$ cat config.mk
export PLATFORM = sky130hd
export DESIGN_NAME = da_idct8_serial
export DESIGN_NICKNAME = d
export VERILOG_FILES = /design/src/rtl/da_idct8_serial.sv
export SDC_FILE = /design/constraint.sdc
export NUM_CORES = 2
export LEC_CHECK = 0
export ABC_AREA = 1
export BUFFER_PORTS_ARGS = -buffer_cell sky130_fd_sc_hd__buf_4
export CORE_AREA = 2 2 345 347
export DETAILED_ROUTE_END_ITERATION = 7
export DIE_AREA = 0 0 347 349
export PLACE_DENSITY = 0.72
export SYNTH_ARGS = -nofsm -noshare
export SYNTH_HDL_FRONTEND = slang
export SYNTH_SLANG_ARGS = --single-unit
export TNS_END_PERCENT = 10
$ cat constraint.sdc
create_clock -name clk -period 15.4 [get_ports clk]
set_input_delay 0.77 -clock clk [delete_from_list [all_inputs] [get_ports clk]]
set_output_delay 0.77 -clock clk [all_outputs]
set_load 0.02 [all_outputs]
$ cat src/rtl/da_idct8_serial.sv
// Bit-serial distributed-arithmetic 8-point 1-D IDCT: one coefficient bit-plane per
// cycle (MSB first), then round-half-up, saturate and hold eight spatial samples.
//
// state | meaning
// IDLE  | in_ready=1, waiting for a coefficient block
// ACC   | one bit-plane per cycle, W_Z cycles, bitcnt counts down to 0
// RND   | round, shift, clip; registers x and sat
// HOLD  | out_valid=1, x/sat stable until out_ready
module da_idct8_serial #(
  parameter int W_Z    = 26,
  parameter int W_O    = 10,
  parameter int OSHIFT = 24
) (
  input  logic                  clk,
  input  logic                  rst,
  input  logic                  in_valid,
  output logic                  in_ready,
  input  logic signed [W_Z-1:0] z0,
  input  logic signed [W_Z-1:0] z1,
  input  logic signed [W_Z-1:0] z2,
  input  logic signed [W_Z-1:0] z3,
  input  logic signed [W_Z-1:0] z4,
  input  logic signed [W_Z-1:0] z5,
  input  logic signed [W_Z-1:0] z6,
  input  logic signed [W_Z-1:0] z7,
  output logic                  out_valid,
  input  logic                  out_ready,
  output logic signed [W_O-1:0] x0,
  output logic signed [W_O-1:0] x1,
  output logic signed [W_O-1:0] x2,
  output logic signed [W_O-1:0] x3,
  output logic signed [W_O-1:0] x4,
  output logic signed [W_O-1:0] x5,
  output logic signed [W_O-1:0] x6,
  output logic signed [W_O-1:0] x7,
  output logic                  sat
);

  localparam int W_A  = W_Z + 16;
  localparam int W_P  = 16;
  localparam int BC_W = $clog2(W_Z);

  localparam logic [BC_W-1:0]       BC_TOP = BC_W'(W_Z - 1);
  localparam logic signed [W_A-1:0] HALF   = W_A'(longint'(1) << (OSHIFT - 1));
  localparam logic signed [W_A-1:0] XMAX   = W_A'((longint'(1) << (W_O - 1)) - 1);
  localparam logic signed [W_A-1:0] XMIN   = W_A'(-(longint'(1) << (W_O - 1)));
  localparam logic signed [W_O-1:0] OMAX   = {1'b0, {(W_O-1){1'b1}}};
  localparam logic signed [W_O-1:0] OMIN   = {1'b1, {(W_O-1){1'b0}}};

  typedef enum logic [1:0] {IDLE, ACC, RND, HOLD} state_t;

  state_t state, state_nxt;

  logic signed [W_Z-1:0] zin   [8];
  logic        [W_Z-1:0] zsh   [8];
  logic signed [W_A-1:0] acc   [8];
  logic signed [W_P-1:0] p     [8];
  logic signed [W_A-1:0] rsh   [8];
  logic signed [W_O-1:0] xr    [8];
  logic signed [W_O-1:0] xq    [8];
  logic        [7:0]     clip;
  logic [BC_W-1:0]       bitcnt;
  logic                  first;

  function automatic logic signed [12:0] cval(input int i);
    case (i)
      1:       return 13'sd2008;
      2:       return 13'sd1892;
      3:       return 13'sd1703;
      4:       return 13'sd1448;
      5:       return 13'sd1138;
      6:       return 13'sd783;
      7:       return 13'sd400;
      default: return 13'sd0;
    endcase
  endfunction

  // M[n][k] folded onto the first quarter-wave of the cosine table
  function automatic logic signed [12:0] coef(input int n, input int k);
    int m;
    if (k == 0) return 13'sd1448;
    m = ((2 * n + 1) * k) % 32;
    if (m > 16) m = 32 - m;
    if (m < 8) return cval(m);
    if (m > 8) return -cval(16 - m);
    return 13'sd0;
  endfunction

  assign zin[0] = z0;
  assign zin[1] = z1;
  assign zin[2] = z2;
  assign zin[3] = z3;
  assign zin[4] = z4;
  assign zin[5] = z5;
  assign zin[6] = z6;
  assign zin[7] = z7;

  assign x0 = xq[0];
  assign x1 = xq[1];
  assign x2 = xq[2];
  assign x3 = xq[3];
  assign x4 = xq[4];
  assign x5 = xq[5];
  assign x6 = xq[6];
  assign x7 = xq[7];

  assign first = (bitcnt == BC_TOP);

  always_ff @(posedge clk) begin
    if (rst) state <= IDLE;
    else     state <= state_nxt;
  end

  always_comb begin
    state_nxt = state;
    in_ready  = 1'b0;
    out_valid = 1'b0;
    case (state)
      IDLE: begin
        in_ready = 1'b1;
        if (in_valid) state_nxt = ACC;
      end
      ACC:  if (bitcnt == '0) state_nxt = RND;
      RND:  state_nxt = HOLD;
      HOLD: begin
        out_valid = 1'b1;
        if (out_ready) state_nxt = IDLE;
      end
      default: state_nxt = IDLE;
    endcase
  end

  // Partial-product lookup: column sum of M over the set address bits
  always_comb begin
    for (int n = 0; n < 8; n++) begin
      p[n] = '0;
      for (int k = 0; k < 8; k++) begin
        if (zsh[k][W_Z-1]) p[n] = p[n] + W_P'(coef(n, k));
      end
    end
  end

  always_comb begin
    clip = '0;
    for (int n = 0; n < 8; n++) begin
      rsh[n] = (acc[n] + HALF) >>> OSHIFT;
      xr[n]  = rsh[n][W_O-1:0];
      if (rsh[n] > XMAX) begin
        xr[n]   = OMAX;
        clip[n] = 1'b1;
      end else if (rsh[n] < XMIN) begin
        xr[n]   = OMIN;
        clip[n] = 1'b1;
      end
    end
  end

  always_ff @(posedge clk) begin
    if (rst) begin
      for (int n = 0; n < 8; n++) begin
        acc[n] <= '0;
        zsh[n] <= '0;
        xq[n]  <= '0;
      end
      bitcnt <= '0;
      sat    <= 1'b0;
    end else begin
      case (state)
        IDLE: begin
          if (in_valid) begin
            for (int n = 0; n < 8; n++) begin
              zsh[n] <= zin[n];
              acc[n] <= '0;
            end
            bitcnt <= BC_TOP;
          end
        end
        ACC: begin
          // MSB plane carries negative two's-complement weight
          for (int n = 0; n < 8; n++) begin
            acc[n] <= (acc[n] <<< 1) + (first ? -W_A'(p[n]) : W_A'(p[n]));
            zsh[n] <= {zsh[n][W_Z-2:0], 1'b0};
          end
          if (bitcnt != '0) bitcnt <= bitcnt - 1'b1;
        end
        RND: begin
          for (int n = 0; n < 8; n++) xq[n] <= xr[n];
          sat <= |clip;
        end
        default: ;
      endcase
    end
  end

endmodule

==> reports/metrics.csv <==
metric;value;unit
Synth top cells by count;nand2_1, inv_1, a21oi_1;
Wirelength per Cell;15.38;µm
Mapped Cells;8346;
vias in the first global route;52310;
most used cell, CP;nand2_1;
Worst setup EP type;register;
Fmax;112.8;MHz
Hold Crit Depth;3;
initial antenna violation count;0;
Critical-path top delay cell;edfxtp_1;
RD Place Congestion;0.9568;
met2 Track Usage GR;43.96;%
Area Growth Syn to Fin;10.45;%
status;complete, no violations;
sequential share of the synthesized area;31.63;%
Starting Density;49.63;%
CTS Hold Buffers Added;0;
H-tree depth;3;
Worst EP required;15.80;ns
met1 usage;31.66;%
CTS Buffer Depth;3;
CORE AREA;0.1175;mm²
dpl cells;9982;
HPWL Detailed;113900;µm
grt peak-use layer;met2;
post-synth cell types;67;
Rows;126;
via count;55690;
Most used DFF post-synth;edfxtp_1;
R2R depth;45;
Crit Reg-Reg Startpoint;zsh[0][25];
final wirelength;155800;µm
worst rel slew slack;17.14;%
chip width;347;µm
Root Buffer Master;clkbuf_16;
max incr delay on CP;0.85;ns
clk_skew;0.02615;ns
largest net degree at the start of global routing;210;
min-delay worst type;in2reg;
critical path arrival;9.26;ns
Setup WS post-layout;6.534;ns
Sink Count;632;
CP Class;reg2reg;
syn avg cell area;6.984;µm²
Hold Startpoint;z4[0];
clock buffer count from CTS;80;
Worst Tran Pin Value;1.230;ns
total grt overflow;0;
count leader, synth;nand2_1;
Post-Route Setup TNS;0;ns
r2r setup slk;6.53;ns
via/cell ratio;5.498;
dpl cell area;0.06174;mm²
die area;0.1211;mm²
global-route wire length before repair;254900;µm
IO Count;295;
M3 GR Usage;4.088;%
Post-DRT Antenna Nets;0;
post-CTS setup buffer count;0;
Hold EP;zsh[1][0];
Final Slew Violations;0;
Final Setup Violations;0;
Nets;9172;
Reg clk slew, reported paths;0.07;ns
Post-synth EDFFs;578;
post-cts sizing count;0;
fin area;0.06438;mm²
Place WS;6.642;ns
number of remaining DRC errors;0;
critical path launch point type;register;
Post-Layout Cell Count;10130;
Die Ht;349;µm
DR iter-0 viols;3751;
Pre-antenna DRT Iters;7;
final hold vios;0;
critical path peak fanout;16;
Tcrit/Tclk final;57.57;%
IO buf count;294;
post-synthesis async set-or-reset flop share;0;%
Synth area leaders;edfxtp_1, nand2_1, ha_1, a21oi_1, inv_1;
CTS tree;built;
flops & latches, synth;632;
RR Endpoint;acc[1][83];
max cap viols;0;
fin crit period;8.866;ns
Total GRT Usage;25.09;%
clock insertion delay at the later pin of the skew report;0.67;ns
layout cell share with drive strength beyond 1;7.321;%
share of Yosys cell area claimed by the top area cell type;29.78;%
Synth warnings;0;
RSZ-0062 raised after global routing;no;
synthesized area;0.05829;mm²
Yosys top cell by area;edfxtp_1;
## cell families (layout without fill, tap and decap cells)
| group | count (synthesis) | in the layout | share of synthesized area [%] |
|---|---|---|---|
| AOI/OAI and AO/OA | 1707 | 1707 | 16.36 |
| xor gates and xnor gates | 342 | 342 | 5.410 |
| adders and majority gates | 432 | 432 | 9.415 |
| buffers and inverters | 1207 | 1452 | 8.093 |
| DFF | 632 | 632 | 31.63 |
| muxes | 1 | 1 | 0.02361 |
| other | 1 | 4 | 0.006434 |
| and+or+nand+nor | 4024 | 4024 | 29.06 |
## final cells by class
type,instances,area (µm²)
clock inverters,46,481.7
repair buffers,330,2502
well taps,1536,1922
diodes,2,5.005
fillers,11230,53070
inverters,976,3676
clock buffers,100,2150
multi-input cells,6508,35200
flip-flops and latches,632,18440
## state kept, by name (all words and copies together), names as in the netlist
name / flops
state: 2
zsh: 208
bitcnt: 5
acc: 336
sat: 1
xq: 80
## critical path, delay by kind of cell, from the launching register on
| family | cells | cell delay (ns) |
|---|---|---|
| buffers and inverters | 6 | 0.82 |
| DFF | 1 | 0.85 |
| AOI/OAI and AO/OA | 10 | 1.61 |
| and+or+nand+nor | 20 | 2.33 |
| adders and majority gates | 6 | 2.23 |
| xor gates and xnor gates | 3 | 0.76 |
## cell usage in the layout (no fill, tap or decap), types with 21 or more instances in the layout
cell / instances
ha_1: 421
nand3_1: 636
nand2_2: 28
o21ai_0: 526
a21o_1: 24
a32o_1: 25
a21oi_1: 769
nand2_1: 2283
nor4_1: 23
o21bai_1: 30
a31oi_1: 68
dfxtp_1: 54
nand3b_1: 30
or2_2: 27
inv_1: 949
a21boi_0: 34
nor2_2: 23
nor3_1: 64
edfxtp_1: 578
xor2_1: 205
buf_4: 328
xnor2_1: 116
inv_2: 21
clkbuf_16: 82
o21a_1: 109
nor2_1: 715
o21ai_1: 32
nand4_1: 120
and3_1: 33
## stage by stage
step	util, %	hold WS [ns]
floorplan	-	0.4249
global placement	52.57	0.4354
detailed placement	52.57	0.4487
CTS	54.81	0.3312
global route	54.81	0.3802
finish	54.81	0.3645
## worst max path at each step
stage | from | endpoint | cells after the start
2_1_floorplan | zsh[0][25] | acc[1][83] | 47
3_3_place_gp | zsh[0][25] | acc[1][83] | 45
3_5_place_dp | zsh[0][25] | acc[1][83] | 45
4_1_cts | zsh[0][25] | acc[1][83] | 45
5_1_grt | zsh[0][25] | acc[1][83] | 45
6_report | zsh[0][25] | acc[1][83] | 45
## metal layers
layer  up-vias  share of wire (%)
met5         -                  0
met4         0                2.4
met3       227                6.1
met2      1413                 47
met1     25550                 44
li1      28500                  -
Power is left out: the tool's default activity adds up to more than one toggle a clock period on the data nets, which glitch-free logic cannot reach.
